==> src/rtl/down_counter_timer_pkg.sv <==
// Shared constants for the down counter / interval timer: FSM state encoding
// and the select codes for the count register's next-value mux.
package counter_pkg;
  localparam int ST_W = 2;

  localparam logic [ST_W-1:0] ST_IDLE = 2'b00;
  localparam logic [ST_W-1:0] ST_RUN  = 2'b01;
  localparam logic [ST_W-1:0] ST_DONE = 2'b10;

  // Count register next-value select
  localparam logic [1:0] CR_HOLD = 2'b00;
  localparam logic [1:0] CR_LOAD = 2'b01;
  localparam logic [1:0] CR_DEC  = 2'b10;
endpackage

==> src/rtl/down_counter_timer_if.sv <==
// Control/status bundle of the down counter timer. The master side (software
// or an FSM) drives commands; the slave side is the timer itself.
interface down_counter_timer_if #(
  parameter int WIDTH = 4
);
  logic             clear;
  logic             load;
  logic [WIDTH-1:0] load_val;
  logic             en;
  logic             auto_reload;
  logic [WIDTH-1:0] q;
  logic             tc;
  logic             busy;
  logic             done;

  modport master (
    output clear, load, load_val, en, auto_reload,
    input  q, tc, busy, done
  );

  modport slave (
    input  clear, load, load_val, en, auto_reload,
    output q, tc, busy, done
  );
endinterface

==> src/rtl/down_counter_timer_count_reg.sv <==
// WIDTH-bit count register: loads an arbitrary value, decrements by one, or
// holds. Plain unsigned WIDTH-bit arithmetic; the caller never asks it to
// decrement from zero, so it never wraps.
module count_reg
  import counter_pkg::*;
#(
  parameter int WIDTH = 4
) (
  input  logic             clk,
  input  logic             reset,
  input  logic [1:0]       sel,
  input  logic [WIDTH-1:0] val,
  output logic [WIDTH-1:0] q
);

  // Register update selected by the controller's next-value mux code
  always_ff @(posedge clk or posedge reset) begin
    if (reset) begin
      q <= '0;
    end else begin
      case (sel)
        CR_LOAD: q <= val;
        CR_DEC:  q <= q - WIDTH'(1);
        default: q <= q;
      endcase
    end
  end

endmodule

==> src/rtl/down_counter_timer.sv <==
// Loadable down counter / interval timer. Counts a loaded period down once per
// enabled cycle, pulses tc for one cycle at terminal count, then either stops
// in DONE (one-shot) or reloads the saved period (periodic).
module down_counter_timer
  import counter_pkg::*;
#(
  parameter int WIDTH = 4
) (
  input  logic                 clk,
  input  logic                 reset,
  down_counter_timer_if.slave  bus
);

  logic [ST_W-1:0]  state;
  logic [ST_W-1:0]  state_nxt;
  logic [WIDTH-1:0] reload_reg;
  logic [WIDTH-1:0] reload_nxt;
  logic             tc_nxt;
  logic [1:0]       cr_sel;
  logic [WIDTH-1:0] cr_val;
  logic [WIDTH-1:0] q;

  count_reg #(.WIDTH(WIDTH)) u_count_reg (
    .clk   (clk),
    .reset (reset),
    .sel   (cr_sel),
    .val   (cr_val),
    .q     (q)
  );

  // Next-state decision: clear beats load, load beats counting
  always_comb begin
    state_nxt  = state;
    reload_nxt = reload_reg;
    tc_nxt     = 1'b0;
    cr_sel     = CR_HOLD;
    cr_val     = '0;
    if (bus.clear) begin
      cr_sel    = CR_LOAD;
      cr_val    = '0;
      state_nxt = ST_IDLE;
    end else if (bus.load) begin
      cr_sel     = CR_LOAD;
      cr_val     = bus.load_val;
      reload_nxt = bus.load_val;
      // A zero period means "do not start"
      state_nxt  = (bus.load_val != '0) ? ST_RUN : ST_IDLE;
    end else if (state == ST_RUN && bus.en) begin
      if (q > WIDTH'(1)) begin
        cr_sel = CR_DEC;
      end else if (q == WIDTH'(1)) begin
        tc_nxt = 1'b1;
        cr_sel = CR_LOAD;
        if (bus.auto_reload) begin
          cr_val = reload_reg;
        end else begin
          cr_val    = '0;
          state_nxt = ST_DONE;
        end
      end
    end
  end

  // FSM state, terminal-count pulse and saved period
  always_ff @(posedge clk or posedge reset) begin
    if (reset) begin
      state      <= ST_IDLE;
      bus.tc     <= 1'b0;
      reload_reg <= '0;
    end else begin
      state      <= state_nxt;
      bus.tc     <= tc_nxt;
      reload_reg <= reload_nxt;
    end
  end

  assign bus.q    = q;
  assign bus.busy = (state == ST_RUN);
  assign bus.done = (state == ST_DONE);

endmodule

==> src/flat_wrapper.sv <==
// flat-port wrapper written by rule: the top's interface ports become plain ports
module down_counter_timer_flat import counter_pkg::*;
#(
  parameter int WIDTH = 4
)
  (clk, reset, bus_clear, bus_load, bus_load_val, bus_en, bus_auto_reload, bus_q, bus_tc, bus_busy, bus_done);
  down_counter_timer_if #(.WIDTH(WIDTH)) bus_i ();
  input  logic clk;
  input  logic reset;
  input wire logic [$bits(bus_i.clear)-1:0] bus_clear;
  input wire logic [$bits(bus_i.load)-1:0] bus_load;
  input wire logic [$bits(bus_i.load_val)-1:0] bus_load_val;
  input wire logic [$bits(bus_i.en)-1:0] bus_en;
  input wire logic [$bits(bus_i.auto_reload)-1:0] bus_auto_reload;
  output wire logic [$bits(bus_i.q)-1:0] bus_q;
  output wire logic [$bits(bus_i.tc)-1:0] bus_tc;
  output wire logic [$bits(bus_i.busy)-1:0] bus_busy;
  output wire logic [$bits(bus_i.done)-1:0] bus_done;
  assign bus_i.clear = bus_clear;
  assign bus_i.load = bus_load;
  assign bus_i.load_val = bus_load_val;
  assign bus_i.en = bus_en;
  assign bus_i.auto_reload = bus_auto_reload;
  assign bus_q = bus_i.q;
  assign bus_tc = bus_i.tc;
  assign bus_busy = bus_i.busy;
  assign bus_done = bus_i.done;
  down_counter_timer #(.WIDTH(WIDTH)) u_core (.clk(clk), .reset(reset), .bus(bus_i));
endmodule
==> config.mk <==
export PLATFORM = sky130hd
export DESIGN_NAME = down_counter_timer_flat
export DESIGN_NICKNAME = d
export VERILOG_FILES = /design/src/rtl/down_counter_timer_pkg.sv /design/src/rtl/down_counter_timer_if.sv /design/src/rtl/down_counter_timer_count_reg.sv /design/src/rtl/down_counter_timer.sv /design/src/flat_wrapper.sv
export SDC_FILE = /design/constraint.sdc
export NUM_CORES = 1
export LEC_CHECK = 0
export CORE_MARGIN = 3
export CORE_UTILIZATION = 49
export CTS_BUF_LIST = sky130_fd_sc_hd__clkbuf_16
export CTS_CLUSTER_SIZE = 30
export DETAILED_ROUTE_END_ITERATION = 8
export GPL_TIMING_DRIVEN = 0
export HOLD_SLACK_MARGIN = 0.05
export PLACE_DENSITY = 0.84
export SYNTH_ARGS = -nofsm -noshare
export SYNTH_HDL_FRONTEND = slang
export SYNTH_HIERARCHICAL = 1
export SYNTH_SLANG_ARGS = --single-unit
==> constraint.sdc <==
create_clock -name clk -period 4.3 [get_ports clk]
set_clock_uncertainty 0.05 [all_clocks]
set_input_delay 0.86 -clock clk [delete_from_list [all_inputs] [get_ports clk]]
set_output_delay 0.86 -clock clk [all_outputs]
set_load 0.005 [all_outputs]
After elaboration in Yosys (flattened, before gate mapping)

Index checks and enable logic that the tools add are counted.

Output and inout bits: 7
Flip-flop bits (word level): 11
Logic and storage cells: 45

Reduce and logical (&&, ||, !) cells: 7
Add/subtract/negate cells: 1
Equal/unequal tests: 7
Magnitude comparators: 1
Muxes and demuxes: 24
Bitwise gates (word level): 1

Operators by type and width:

| kind                  | count |
|---|---|
| $mux W4               | 6 |
| $mux W2               | 10 |
| $pmux W4 S2           | 1 |
| $mux W1               | 7 |
| $ne A3 B3 Y1 const B  | 2 |
| $reduce_bool A3 Y1    | 2 |
| $eq A2 B1 Y1 const B  | 2 |
| $eq A2 B2 Y1 const B  | 2 |
| $eq A4 B1 Y1 const B  | 1 |
| $gt A4 B1 Y1 const B  | 1 |
| $reduce_and A4 Y1     | 1 |
| $reduce_bool A4 Y1    | 1 |
| $sub A4 B1 Y4 const B | 1 |
| $reduce_and A2 Y1     | 1 |
| $reduce_bool A2 Y1    | 1 |
| $logic_and A1 B1 Y1   | 1 |
| $not A1 Y1            | 1 |

Logic depth before layout (Yosys ltp)

Word-level depth: 8
Gate-level depth with buffers: 9
Mapped depth without buffers: 8

Hierarchy

Netlist, hierarchy kept.

Modules (own cells, without submodules):

| module             | cells an instance | times used | area an instance (um^2) | sequential area each (um^2) |
|---|---|---|---|---|
| down_counter_timer | 37                | 1          | 412.9                   | 175.2 |
| count_reg          | 30                | 1          | 256.5                   | 100.1 |

Worst setup path after synthesis

OpenSTA, ideal clock, no wires.

Path kind: input to register
From: in bus_en
To: reg u_core.u_count_reg.q[3]
Cell stages on the path: 9
Required time: 4.130 ns
Setup slack: 2.215 ns
Data arrival time: 1.915 ns
Cell sequence: nand4b_4 > nand2b_1 > nand2_1 > inv_1 > ha_1 > buf_2 > nor2_1 > a31oi_1 > o22a_2

Longest elaborated chain between the ends: 6
Elaborated cells on any way between the ends: 11

Ends and longest elaborated chain:

| item                                              | line                               | text |
|---|---|---|
| start: declaration                                | flat_wrapper.sv:13                 | `input wire logic [$bits(bus_i.en)-1:0] bus_en;` |
| $logic_and A1 B1 Y1 (*)                           | down_counter_timer.sv:48           | `end else if (state == ST_RUN && bus.en) begin` |
| $mux W2 (*)                                       | down_counter_timer.sv:48           |  |
| $mux W2 (*)                                       | down_counter_timer.sv:42           | `end else if (bus.load) begin` |
| $mux W2 (*)                                       | down_counter_timer.sv:38           | `if (bus.clear) begin` |
| net u_core.cr_sel[0]                              | down_counter_timer.sv:19           | `logic [1:0] cr_sel;` |
| $eq A2 B2 Y1 or $eq A2 B1 Y1 (tied branches)      | down_counter_timer_count_reg.sv:21 | `case (sel)` |
| $pmux W4 S2 or $reduce_bool A2 Y1 (tied branches) | -                                  |  |
| end signal: assignment                            | down_counter_timer_count_reg.sv:22 | `CR_LOAD: q <= val;` |
| end signal: assignment                            | down_counter_timer_count_reg.sv:23 | `CR_DEC: q <= q - WIDTH'(1);` |
| end signal: assignment                            | down_counter_timer_count_reg.sv:24 | `default: q <= q;` |
| end: declaration                                  | down_counter_timer_count_reg.sv:13 | `output logic [WIDTH-1:0] q` |

The timed path passes the listed nets; every way through them passes the cells marked *.
A chain may end at the register's enable or synchronous reset.

Worst setup path in the final report

Ends and elaborated chain as after synthesis.

==> results.sh <==
export IMPL_status="finished clean"
export IMPL_drv_slew=0
export IMPL_die_h_um=42.96
export IMPL_crit_chain="clkdlybuf4s50_1 > nand4b_4 > nand2b_1 > nand2_1 > inv_1 > ha_1 > buf_2 > nor2_1 > a31oi_1 > o22a_2"
export IMPL_cts_reportedPaths_clkPinSlew_ps=40
export IMPL_reg2reg_depth=9
export IMPL_ant_nets=0
export IMPL_track_usage=0.1706
export IMPL_p_leak_nw=0.4224
export IMPL_dieArea_um2=1846
export IMPL_netlist_area_leader_share=0.4112
export IMPL_fin_setup_tns_ps=0
export IMPL_cts_sinks=11
export IMPL_worstMarginPinSlew_ps=301.8
export IMPL_io_pins=17
export IMPL_port_buffers=16
export IMPL_route_detailed_drc=0
export IMPL_finalSetupViolCount=0
export IMPL_worstHoldPathCells=1
export IMPL_syn2layout_area_growth_pct=38.32
export IMPL_vias=561
export IMPL_combPwrFrac=0.163
export IMPL_synthArstFlopShare=1.000
export IMPL_yosysSeqAreaShare=0.4112
export IMPL_syn_cell_area_um2=669.4
export IMPL_hp_class="register to register"
export IMPL_cp_arrival_ps=2570
export IMPL_drive_above_1_share=0.1839
export IMPL_yosys_most_used_dff="dfrtp_1"
export IMPL_pwr_density_cell_nw_per_um2=378.1
export IMPL_grt_antenna_before_repair=0
export IMPL_synth_cell_types=26
export IMPL_crit_required_ps=4380
export IMPL_yosys_area_top_type="dfrtp_1"
export IMPL_layout_nets=100
export IMPL_cpMaxStageDelayCell="clkdlybuf4s50_1"
export IMPL_hold_violations=0
export IMPL_synth_edf_count=0
export IMPL_die_w_um=42.96
export IMPL_grt_max_degree=10
export IMPL_rsz0062_at_grt="false"
export IMPL_netlist_instances=67
export IMPL_maxCapViolations=0
export IMPL_synth_seq_cells=11
export IMPL_ir_drop_mv=0.2782
export IMPL_ys_top_cells_by_area="dfrtp_1 (41%), mux2_2 (6.7%), a22o_1 (5.2%), inv_1 (4.5%), ha_1 (3.7%)"
export IMPL_cts_repair_resize_count=0
export IMPL_seq_power_share=0.354
export IMPL_cts_root_buf="clkbuf_16"
export IMPL_grt_pass1_vias=536
export IMPL_h_tree_depth=1
export IMPL_endpoint_kind="register"
export IMPL_max_freq_mhz=400.6
export IMPL_min_from="u_core/reload_reg[2]$_DFFE_PP0P_"
export IMPL_swShare=0.2313
export IMPL_first_iter_violations=5
export IMPL_syn_area_per_cell_um2=9.991
export IMPL_floorplan_initialDensity=0.5643
export IMPL_overflow=0
export IMPL_cts_hold_buf=0
export IMPL_intPower_uw=269.1
export IMPL_timing_final_crit_share=0.5806
export IMPL_place_gp_congestion=0.6999
export IMPL_grt_pass1_wl_um=2332
export IMPL_cts_tree="built"
export IMPL_synth_nets=79
export IMPL_hpwl_um=963.8
export IMPL_drt_wl_total_um=1380
export IMPL_wl_per_cell_um=13.66
export IMPL_clockPowerShare=0.483
export IMPL_core_um2=1186
export IMPL_cp_max_fo=9
export IMPL_p_switching_uw=80.97
export IMPL_slew_headroom=0.7973
export IMPL_postCtsSetupBuffers=0
export IMPL_worst_path_largest_cell_delay_ps=520
export IMPL_startpoint="bus_en"
export IMPL_min_period_ps=2496
export IMPL_yosys_warnings=6
export IMPL_via_per_inst=5.554
export IMPL_r2r_start="u_core/u_count_reg/q[1]$_DFFE_PP0P_"
export IMPL_clockBufferDepth=2
export IMPL_firstDrtPassIters=4
export IMPL_cts_buffers=3
export IMPL_fp_row_count=12
export IMPL_startpoint_type="primary input"
export IMPL_clk_latency_ps=240
export IMPL_finalPower_uw=350.0
export IMPL_diodes=0
export IMPL_critical_path_class="primary input to register"
cell type report:
cell class / count / area (um^2)
Multi-Input combinational cell: 45 / 349.1
Sequential cell: 11 / 275.3
Fill cell: 74 / 260.3
Timing Repair Buffer: 16 / 160.2
Clock buffer: 3 / 75.07
Inverter: 8 / 30.03
Tap cell: 14 / 17.52
Buffer: 3 / 15.01
Clock inverter: 1 / 3.754
per-layer routing:
layer	vias to the layer above	part of all wire	track usage
met2	19	0.45	0.2515
met3	6	0.046	0.05085
met5	-	0	0
met4	0	0.038	0.07229
met1	258	0.47	0.2298
li1	278	-	-
critical path, delay by kind of cell:
kind / cells / cell delay, ps
AOI/OAI and AO/OA: 2 / 270
and+or+nand+nor: 4 / 520
buffers and inverters: 3 / 730
adders and majority gates: 1 / 170
cells in the mapped netlist, types with 2 or more instances:
cell	count
buf_2	2
mux2_2	4
ha_1	2
a21oi_1	3
a31oi_1	2
a22o_1	4
o22a_2	2
nor2_1	5
nand2_1	3
nor2b_1	4
dfrtp_1	11
nor3_1	3
o21ai_0	2
inv_1	8
power groups by stage:
stage / registers [mW] / clock network [mW] / logic [mW]
final: 0.124 / 0.169 / 0.0569
after global routing: 0.125 / 0.179 / 0.0630
after CTS: 0.124 / 0.170 / 0.0574
after detailed placement: 0.125 / 0 / 0.0559
after global placement: 0.124 / 0 / 0.0547
after floorplan: 0.123 / 0 / 0.0321
layout by cell type, fill, tap and decap left out, types with 2 or more instances in the layout:
| master | n |
|---|---|
| a21oi_1 | 3 |
| o22a_2 | 2 |
| mux2_2 | 4 |
| clkbuf_16 | 3 |
| nor3_1 | 3 |
| a22o_1 | 4 |
| nand2_1 | 3 |
| nor2_1 | 5 |
| o21ai_0 | 2 |
| inv_1 | 9 |
| ha_1 | 2 |
| clkdlybuf4s50_1 | 16 |
| nor2b_1 | 4 |
| buf_2 | 2 |
| a31oi_1 | 2 |
| dfrtp_1 | 11 |
logic make-up (layout without fill, tap and decap cells):
kind of cell | Yosys count | count (layout) | synth area share
buffers and inverters | 11 | 31 | 0.06728
muxes | 5 | 5 | 0.08224
AOI/OAI and AO/OA | 16 | 16 | 0.1738
DFF | 11 | 11 | 0.4112
adders and majority gates | 2 | 2 | 0.03738
and+or+nand+nor | 22 | 22 | 0.2280
path summary, 6_finish.rpt:
kind,endpoint,slack (ps)
worst min-delay path,u_core/reload_reg[2]$_DFFE_PP0P_,450
min in group asynchronous,u_core/u_count_reg/q[1]$_DFFE_PP0P_,830
worst max register to register,u_core/u_count_reg/q[3]$_DFFE_PP0P_,2470
worst max-delay path,u_core/u_count_reg/q[3]$_DFFE_PP0P_,1800
max in group asynchronous,u_core/reload_reg[1]$_DFFE_PP0P_,3080
worst min register to register,u_core/reload_reg[2]$_DFFE_PP0P_,450
through the flow:
step / cells / hold WS [ps] / worst slack (ps) / instance area [um^2] / utilization
floorplan: 67 / 431.5 / 2215 / 669.4 / -
global placement: 97 / 440.4 / 1583 / 847.1 / 0.7141
detailed placement: 97 / 446.5 / 1562 / 847.1 / 0.7141
CTS: 101 / 455.6 / 1805 / 925.9 / 0.7806
global route: 101 / 483.7 / 1699 / 925.9 / 0.7806
finish: 101 / 454.5 / 1804 / 925.9 / 0.7806
Power figures use the tool's default switching activity.
